[config.mk]
export PLATFORM = sky130hd
export DESIGN_NAME = drp_coef_responder
export DESIGN_NICKNAME = d
export VERILOG_FILES = /design/src/rtl/drp_pkg.sv /design/src/rtl/coef_bank.sv /design/src/rtl/drp_coef_responder.sv
export SDC_FILE = /design/constraint.sdc
export NUM_CORES = 1
export LEC_CHECK = 0
export CORE_MARGIN = 5
export CORE_UTILIZATION = 40
export CTS_CLUSTER_DIAMETER = 100
export DETAILED_ROUTE_END_ITERATION = 8
export PLACE_DENSITY = 0.71
export REMOVE_ABC_BUFFERS = 1
export SYNTH_ARGS = -nofsm -noshare
export SYNTH_HDL_FRONTEND = slang
export SYNTH_SLANG_ARGS = --single-unit
[constraint.sdc]
create_clock -name clk_78MHz_i -period 26.3 [get_ports clk_78MHz_i]
set_input_delay 6.575 -clock clk_78MHz_i [delete_from_list [all_inputs] [get_ports clk_78MHz_i]]
set_output_delay 6.575 -clock clk_78MHz_i [all_outputs]
set_load 0.02 [all_outputs]
[src/rtl/drp_pkg.sv]
// Shared constants and FSM encoding for the DRP coefficient responder.
package drp_pkg;

    localparam logic [6:0] CTRL_OFFSET = 7'h20;
    localparam int         COMMIT_BIT  = 0;
    localparam int         LAT_W       = 4;

    typedef enum logic [1:0] {
        IDLE = 2'd0,
        WAIT = 2'd1,
        ACK  = 2'd2
    } drp_state_e;

endpackage

[src/rtl/coef_bank.sv]
// Shadow and active coefficient registers; commit copies shadow to active in one edge.
module coef_bank #(
    parameter int N_COEF = 16,
    parameter int COEF_W = 16,
    parameter int IDX_W  = 4
) (
    input  logic                     clk_i,
    input  logic                     rst_i,
    input  logic                     i_wr_en,
    input  logic [IDX_W-1:0]         i_idx,
    input  logic [COEF_W-1:0]        i_wr_data,
    input  logic                     i_commit,
    output logic [COEF_W-1:0]        o_rd_data,
    output logic [N_COEF*COEF_W-1:0] o_active,
    output logic                     o_update
);

    logic [COEF_W-1:0]        r_shadow [N_COEF];
    logic [N_COEF*COEF_W-1:0] r_active;
    logic                     r_update;

    always_ff @(posedge clk_i or posedge rst_i) begin
        if (rst_i) begin
            for (int k = 0; k < N_COEF; k++) begin
                r_shadow[k] <= '0;
            end
            r_active <= '0;
            r_update <= 1'b0;
        end else begin
            r_update <= i_commit;
            if (i_wr_en) begin
                r_shadow[i_idx] <= i_wr_data;
            end
            if (i_commit) begin
                for (int k = 0; k < N_COEF; k++) begin
                    r_active[k*COEF_W +: COEF_W] <= r_shadow[k];
                end
            end
        end
    end

    assign o_rd_data = r_shadow[i_idx];
    assign o_active  = r_active;
    assign o_update  = r_update;

endmodule

[src/rtl/drp_coef_responder.sv]
// DRP slave exposing a shadow/active FIR coefficient bank plus a CTRL commit register.
module drp_coef_responder
    import drp_pkg::*;
#(
    parameter int         N_COEF     = 16,
    parameter int         COEF_W     = 16,
    parameter int         RD_LATENCY = 2,
    parameter logic [6:0] BASE_ADDR  = 7'h40
) (
    input  logic                     clk_78MHz_i,
    input  logic                     reset_i,
    input  logic                     den_i,
    input  logic                     dwe_i,
    input  logic [6:0]               daddr_i,
    input  logic [15:0]              di_i,
    output logic [15:0]              do_o,
    output logic                     drdy_o,
    output logic [N_COEF*COEF_W-1:0] coef_o,
    output logic                     coef_update_o,
    output logic                     busy_err_o
);

    localparam int IDX_W = (N_COEF > 1) ? $clog2(N_COEF) : 1;
    localparam logic [LAT_W-1:0] LAT_INIT = (RD_LATENCY >= 2) ? LAT_W'(RD_LATENCY - 2) : '0;

    drp_state_e       r_state;
    logic [LAT_W-1:0] r_cnt;
    logic             r_we;
    logic [6:0]       r_addr;
    logic [15:0]      r_di;
    logic             r_rel;
    logic             r_drdy;
    logic [7:0]       r_commit_cnt;

    logic             w_accept;
    logic [6:0]       w_off;
    logic             w_is_coef;
    logic             w_is_ctrl;
    logic             w_wr;
    logic             w_commit;
    logic [COEF_W-1:0] w_rd_coef;
    logic [15:0]      w_rdata;

    // r_rel marks the first cycle after reset release, where den_i is refused.
    assign w_accept   = den_i && !r_rel && (r_state != WAIT);
    assign busy_err_o = den_i && !reset_i && (r_rel || (r_state == WAIT));

    always_ff @(posedge clk_78MHz_i or posedge reset_i) begin
        if (reset_i) begin
            r_state <= IDLE;
            r_cnt   <= '0;
            r_we    <= 1'b0;
            r_addr  <= '0;
            r_di    <= '0;
            r_rel   <= 1'b1;
            r_drdy  <= 1'b0;
        end else begin
            r_rel  <= 1'b0;
            r_drdy <= 1'b0;
            unique case (r_state)
                IDLE, ACK: begin
                    if (w_accept) begin
                        r_we   <= dwe_i;
                        r_addr <= daddr_i;
                        r_di   <= di_i;
                        r_cnt  <= LAT_INIT;
                        if (RD_LATENCY == 1) begin
                            r_state <= ACK;
                            r_drdy  <= 1'b1;
                        end else begin
                            r_state <= WAIT;
                        end
                    end else begin
                        r_state <= IDLE;
                    end
                end
                WAIT: begin
                    if (r_cnt == '0) begin
                        r_state <= ACK;
                        r_drdy  <= 1'b1;
                    end else begin
                        r_cnt <= r_cnt - 1'b1;
                    end
                end
                default: r_state <= IDLE;
            endcase
        end
    end

    assign w_off     = r_addr - BASE_ADDR;
    assign w_is_coef = (w_off < 7'(N_COEF));
    assign w_is_ctrl = (w_off == CTRL_OFFSET);
    assign w_wr      = r_drdy && r_we;
    assign w_commit  = w_wr && w_is_ctrl && r_di[COMMIT_BIT];

    always_ff @(posedge clk_78MHz_i or posedge reset_i) begin
        if (reset_i) begin
            r_commit_cnt <= '0;
        end else if (w_commit) begin
            r_commit_cnt <= r_commit_cnt + 8'd1;
        end
    end

    coef_bank #(
        .N_COEF (N_COEF),
        .COEF_W (COEF_W),
        .IDX_W  (IDX_W)
    ) u_coef_bank (
        .clk_i     (clk_78MHz_i),
        .rst_i     (reset_i),
        .i_wr_en   (w_wr && w_is_coef),
        .i_idx     (w_off[IDX_W-1:0]),
        .i_wr_data (r_di[COEF_W-1:0]),
        .i_commit  (w_commit),
        .o_rd_data (w_rd_coef),
        .o_active  (coef_o),
        .o_update  (coef_update_o)
    );

    always_comb begin
        w_rdata = 16'h0000;
        if (w_is_coef) begin
            w_rdata = 16'(signed'(w_rd_coef));
        end else if (w_is_ctrl) begin
            w_rdata = {8'h00, r_commit_cnt};
        end
    end

    assign drdy_o = r_drdy;
    assign do_o   = (r_drdy && !r_we) ? w_rdata : 16'h0000;

endmodule
# Word-level counts from Yosys, hierarchy flattened

Cells that the tools add are included.

Bitwise logic cells: 1
Mux-type cells: 17
Reduce and logical (&&, ||, !) cells: 20
Equality and inequality tests: 7
Order comparisons: 3
Add/subtract/negate cells: 3

Operators by type and width:

| operator                                               | number |
|---|---|
| bitwise mux 256 bit                                    | 1 |
| two-way mux 16 bit                                     | 5 |
| binary-select mux 16 bit (select 4 bit)                | 1 |
| demux 16 bit (select 4 bit)                            | 1 |
| logical AND 1 bit                                      | 10 |
| adder 8 x 1 -> 8 bit (second input constant)           | 1 |
| two-way mux 4 bit                                      | 2 |
| two-way mux 8 bit                                      | 1 |
| case mux 4 bit (2 select lines)                        | 1 |
| == test 7 x 6 -> 1 bit (second input constant)         | 1 |
| < comparator 7 x 5 -> 1 bit (second input constant)    | 1 |
| subtractor 7 bit (second input constant)               | 1 |
| >= comparator 5 bit (second input constant)            | 1 |
| < comparator 5 x 1 -> 1 bit (second input constant)    | 1 |
| NOT 4 -> 5 bit                                         | 1 |
| logical NOT 4 bit                                      | 1 |
| inequality test 2 x 1 -> 1 bit (second input constant) | 2 |
| inequality test 2 bit (second input constant)          | 2 |
| case mux 2 bit (2 select lines)                        | 1 |
| subtractor 4 x 1 -> 4 bit (second input constant)      | 1 |
| logical NOT 1 bit                                      | 3 |
| two-way mux 1 bit                                      | 3 |
| AND reduction 3 bit                                    | 1 |
| == test 2 x 1 -> 1 bit (second input constant)         | 1 |
| other kinds (7)                                        | 7 |

Flip-flop bits (word level): 553
Output and inout port bits: 275
Input bits: 27
Logic and storage cells: 77

# Depth between registers and ports, before layout

Depth in word-level cells: 7
Depth in mapped cells: 7
Mapped depth without buffers: 6

# Cells and area by module

A second synthesis with hierarchy kept.

Cells, all modules: 1401
Area, all modules: 22825.6 um2

By module, submodules not included:

| module             | cells an instance | sequential area each (um2) | area each (um2) | instances |
|---|---|---|---|---|
| coef_bank          | 1258              | 12837.3                    | 21022.7         | 1 |
| drp_coef_responder | 143               | 1002.2                     | 1803.0          | 1 |

# Worst setup path after synthesis

Ideal clock, no wire load.

Path kind: input to output
From: input reset_i
To: output busy_err_o
Stages on the path: 2
Path slack: 0.570 ns
Buffers on the path: 0
Data arrival time: 19.155 ns
Path through: inv_1 -> o211a_1

Longest elaborated chain between the ends: 3

RTL lines:

| item                            | RTL line                 | RTL |
|---|---|---|
| start, declared                 | drp_coef_responder.sv:11 | `input logic reset_i,` |
| logical NOT 1 bit (no line)     | n/a                      |  |
| logical AND 1 bit (2 in series) | drp_coef_responder.sv:46 | `assign busy_err_o = den_i && !reset_i && (r_rel \|\| (r_state == WAIT));` |
| end, declared                   | drp_coef_responder.sv:20 | `output logic busy_err_o` |

Every way passes these cells.

# Worst setup path in the final report

Ends and elaborated chain as after synthesis.

==> key figures <==
Detailed routing
  – Final routed DRC violation total: 0
  – Drt pass-1 iters: 5
  – Routed Antenna Nets: 0
  – Vias per cell: 5.28
  – Final wirelength: 60.7 mm
  – Routed wire length per instance: around 25 um
  – Detailed router's first-iteration violation count: approximately 760
  – Total number of vias: between 10000 and 15000

Cells and area
  – Register area: about 14000 sq um
  – Fillers: 4757
  – Area Overhead vs Synth: 25.1%
  – Layout cell share with drive strength beyond 1: 0.432
  – ANT cells: 0
  – Commonest non-fill, non-tap cells in the layout: dfrtp_1, mux2_2, clkdlybuf4s50_1, mux4_2, clkbuf_16
  – Nets: between 1500 and 2000
  – Multi-input logic area: roughly 8600 sq um
  – Commonest non-fill, non-tap cell in the layout: dfrtp_1

Global route
  – Pin count of the biggest net entering global routing: around 190
  – Global route total overflow: 0
  – Vias in the first global route: about 14000
  – Total global-route track usage: 0.193
  – First-pass GRT wire length: 92.6 mm
  – Antenna violations before repair: 1

Synth
  – Largest family of logic cells by synthesized area: multiplexers
  – Number of synthesized flops with an enable pin: 0
  – Synth Flop Type: dfrtp_1
  – Xor and xnor area share after synthesis: 0.00344
  – Post-synthesis mux area share: 0.341
  – Synth area leader: dfrtp_1
  – Yosys top cell area share: 0.603
  – Avg Inst Size Synth: about 17 sq um
  – Synth Instances: approximately 1400
  – Synth unique cells: just over 40
  – Adder-cell area share of the yosys netlist: 0.00109
  – Asr flop ratio synth: 1.00
  – Ys Warns: 0
  – #FFs+latches synth: ~550
  – Synth area leaders: dfrtp_1, mux2_2, mux4_2, mux2i_1, buf_6
  – Synth Area in Simple Gates: 0.0172
  – Netlist Area Pre-Place: 22900 sq um
  – Sequential area share after synthesis: 0.604
  – Compound-Gate Fraction of Synth Area: 0.00623

Power and ir drop
  – Max VDD drop: roughly 64 uV
  – Total power: 2.18 mW
  – Net Sw Frac: 0.271
  – Part of the power in registers: 0.476
  – Psw: approximately 0.59 mW
  – Pwr dens: 76.1 nW/um^2
  – P_leak: ~13 nW
  – Clock group share of total power: 0.408
  – Combinational Power Share: 0.116
  – Cell Int Power: 1.59 mW

Worst setup path
  – Required time worst endpoint: 19720 ps
  – Worst R2R Setup Slack: 21670 ps
  – WP data arrival: about 8600 ps
  – Worst reg2reg startpoint: r_addr[0]$_DFFE_PP0P_
  – Setup CP Type: primary input to primary output
  – Setup crit start kind: primary input
  – CP Launch Point: reset_i
  – Critical path fanouts, max: roughly 110
  – CP endpoint kind: primary output

CTS
  – Clk buf depth: 3
  – CTS sink count: about 550
  – Cts repair resizes: 0
  – Hold_buf cts: 0
  – Root Buffer: clkbuf_16
  – Clk slew on worst S/H paths: roughly 60 ps
  – CTS tree: done
  – Max H-tree Level: 2
  – CTS buffer count: slightly below 60
  – Clock latency on the worst-skew pair: approximately 600 ps
  – Post-CTS setup buffers: 0

STA
  – Setup TNS: 0 ps
  – Max Freq: between 60 and 70 MHz
  – Rel. slew slack: 0.235
  – Period minus WS final: between 15000 and 20000 ps
  – Worst Tran Pin Value: approximately 1100 ps
  – Final Max Tran Viols: 0
  – RSZ-0062 raised after global routing: false
  – Worst Skew: 14.8 ps
  – Worst Hold Slack: around 480 ps
  – Endpoints failing setup: 0
  – Tcrit/Tclk final: 0.576
  – Hold Fails Final Rpt: 0

Hold path
  – Hold crit path type: register to register
  – Hold Path Origin: r_commit_cnt[7]$_DFFE_PP0P_

Placement
  – Final HPWL DP: roughly 38 mm
  – Final Wtd Congestion: between 0.7 and 0.8
  – IO buf count: 301

Die
  – Initial Utilization: 0.405
  – FP Rows: 87
  – Die H: ~250 um
  – Die area: 62100 sq um
  – Die X: approximately 250 um
  – Core area: 56600 sq um
  – IO Pins: 302

Outcome
  – Status: complete, no violations

Flow run
  – Max_cap viols: 0
worst paths after layout:
path | end | cells after the start
worst max-delay path | busy_err_o | 4
worst min-delay path | r_commit_cnt[7]$_DFFE_PP0P_ | 1
worst max register to register | u_coef_bank.o_active[196]$_DFFE_PP0P_ | 6
worst min register to register | r_commit_cnt[7]$_DFFE_PP0P_ | 1
max in group asynchronous | u_coef_bank.o_active[111]$_DFFE_PP0P_ | 4
min in group asynchronous | u_coef_bank.o_active[114]$_DFFE_PP0P_ | 2
cells by family after synthesis:
group	Yosys count
xor gates and xnor gates	9
muxes	634
adders and majority gates	2
DFF	553
and+or+nand+nor	64
AOI/OAI and AO/OA	19
buffers and inverters	92
other	1
power by group through the flow:
stage | sequential (mW) | clock (mW) | combinational (mW)
floorplan | 1.03 | 0 | 0.165
detailed placement | 1.05 | 0 | 0.257
CTS | 1.04 | 0.912 | 0.257
finish | 1.04 | 0.891 | 0.253
global route | 1.05 | 0.946 | 0.273
global placement | 1.05 | 0 | 0.250
flip-flops by register name, summed over array words and instances, names as in the netlist:
register and flops:
r_addr 7, r_state 2, r_commit_cnt 8, u_coef_bank.o_active 256, drdy_o 1, u_coef_bank.o_update 1
r_rel 1, r_we 1, r_cnt 4, r_di 16, u_coef_bank.r_shadow 256
synthesized netlist by cell type (all sizes together) (2+ instances only):
cell / instances
nand2b: 4
o22ai: 8
xor2: 3
and3: 2
clkbuf: 26
mux2: 538
nor2: 16
nor3b: 2
o221ai: 8
nand2: 14
mux4: 64
nor3: 3
mux2i: 32
dfrtp: 552
nand4b: 3
xnor2: 6
nor4: 2
inv: 3
buf: 63
nand3: 5
ha: 2
nand4: 5
nand3b: 2
through the flow:
step	area, sq um	cells	setup slack, ps	util
4_1_cts	28700	2471	11100	0.506
6_report	28700	2471	11140	0.506
3_5_place_dp	26500	2362	11110	0.469
5_1_grt	28700	2471	10980	0.506
3_3_place_gp	26500	2362	11130	0.469
2_1_floorplan	22300	1285	570	-
layout make-up:
| cell class | count | area share |
|---|---|---|
| clock buffer | 94 | 0.0639 |
| clock inverter | 15 | 0.00995 |
| inverter | 3 | 0.000655 |
| multi-input combinational | 729 | 0.298 |
| sequential | 553 | 0.483 |
| tap | 756 | 0.0330 |
| timing repair buffer | 321 | 0.111 |
metal layers:
layer	part of all wire	vias up	wire, um	track usage
li1	-	5646	-	-
met1	0.44	6976	26800	0.269
met4	0.024	2	1440	0.0536
met3	0.052	96	3170	0.0393
met5	0.00026	-	16	0
met2	0.48	333	29300	0.312
critical path: stages:
cell	delay (ps)
clkdlybuf4s50_1	490
inv_8	570
o211a_1	250
clkdlybuf4s50_1	600
No activity file was read; power rests on OpenSTA's default activity.
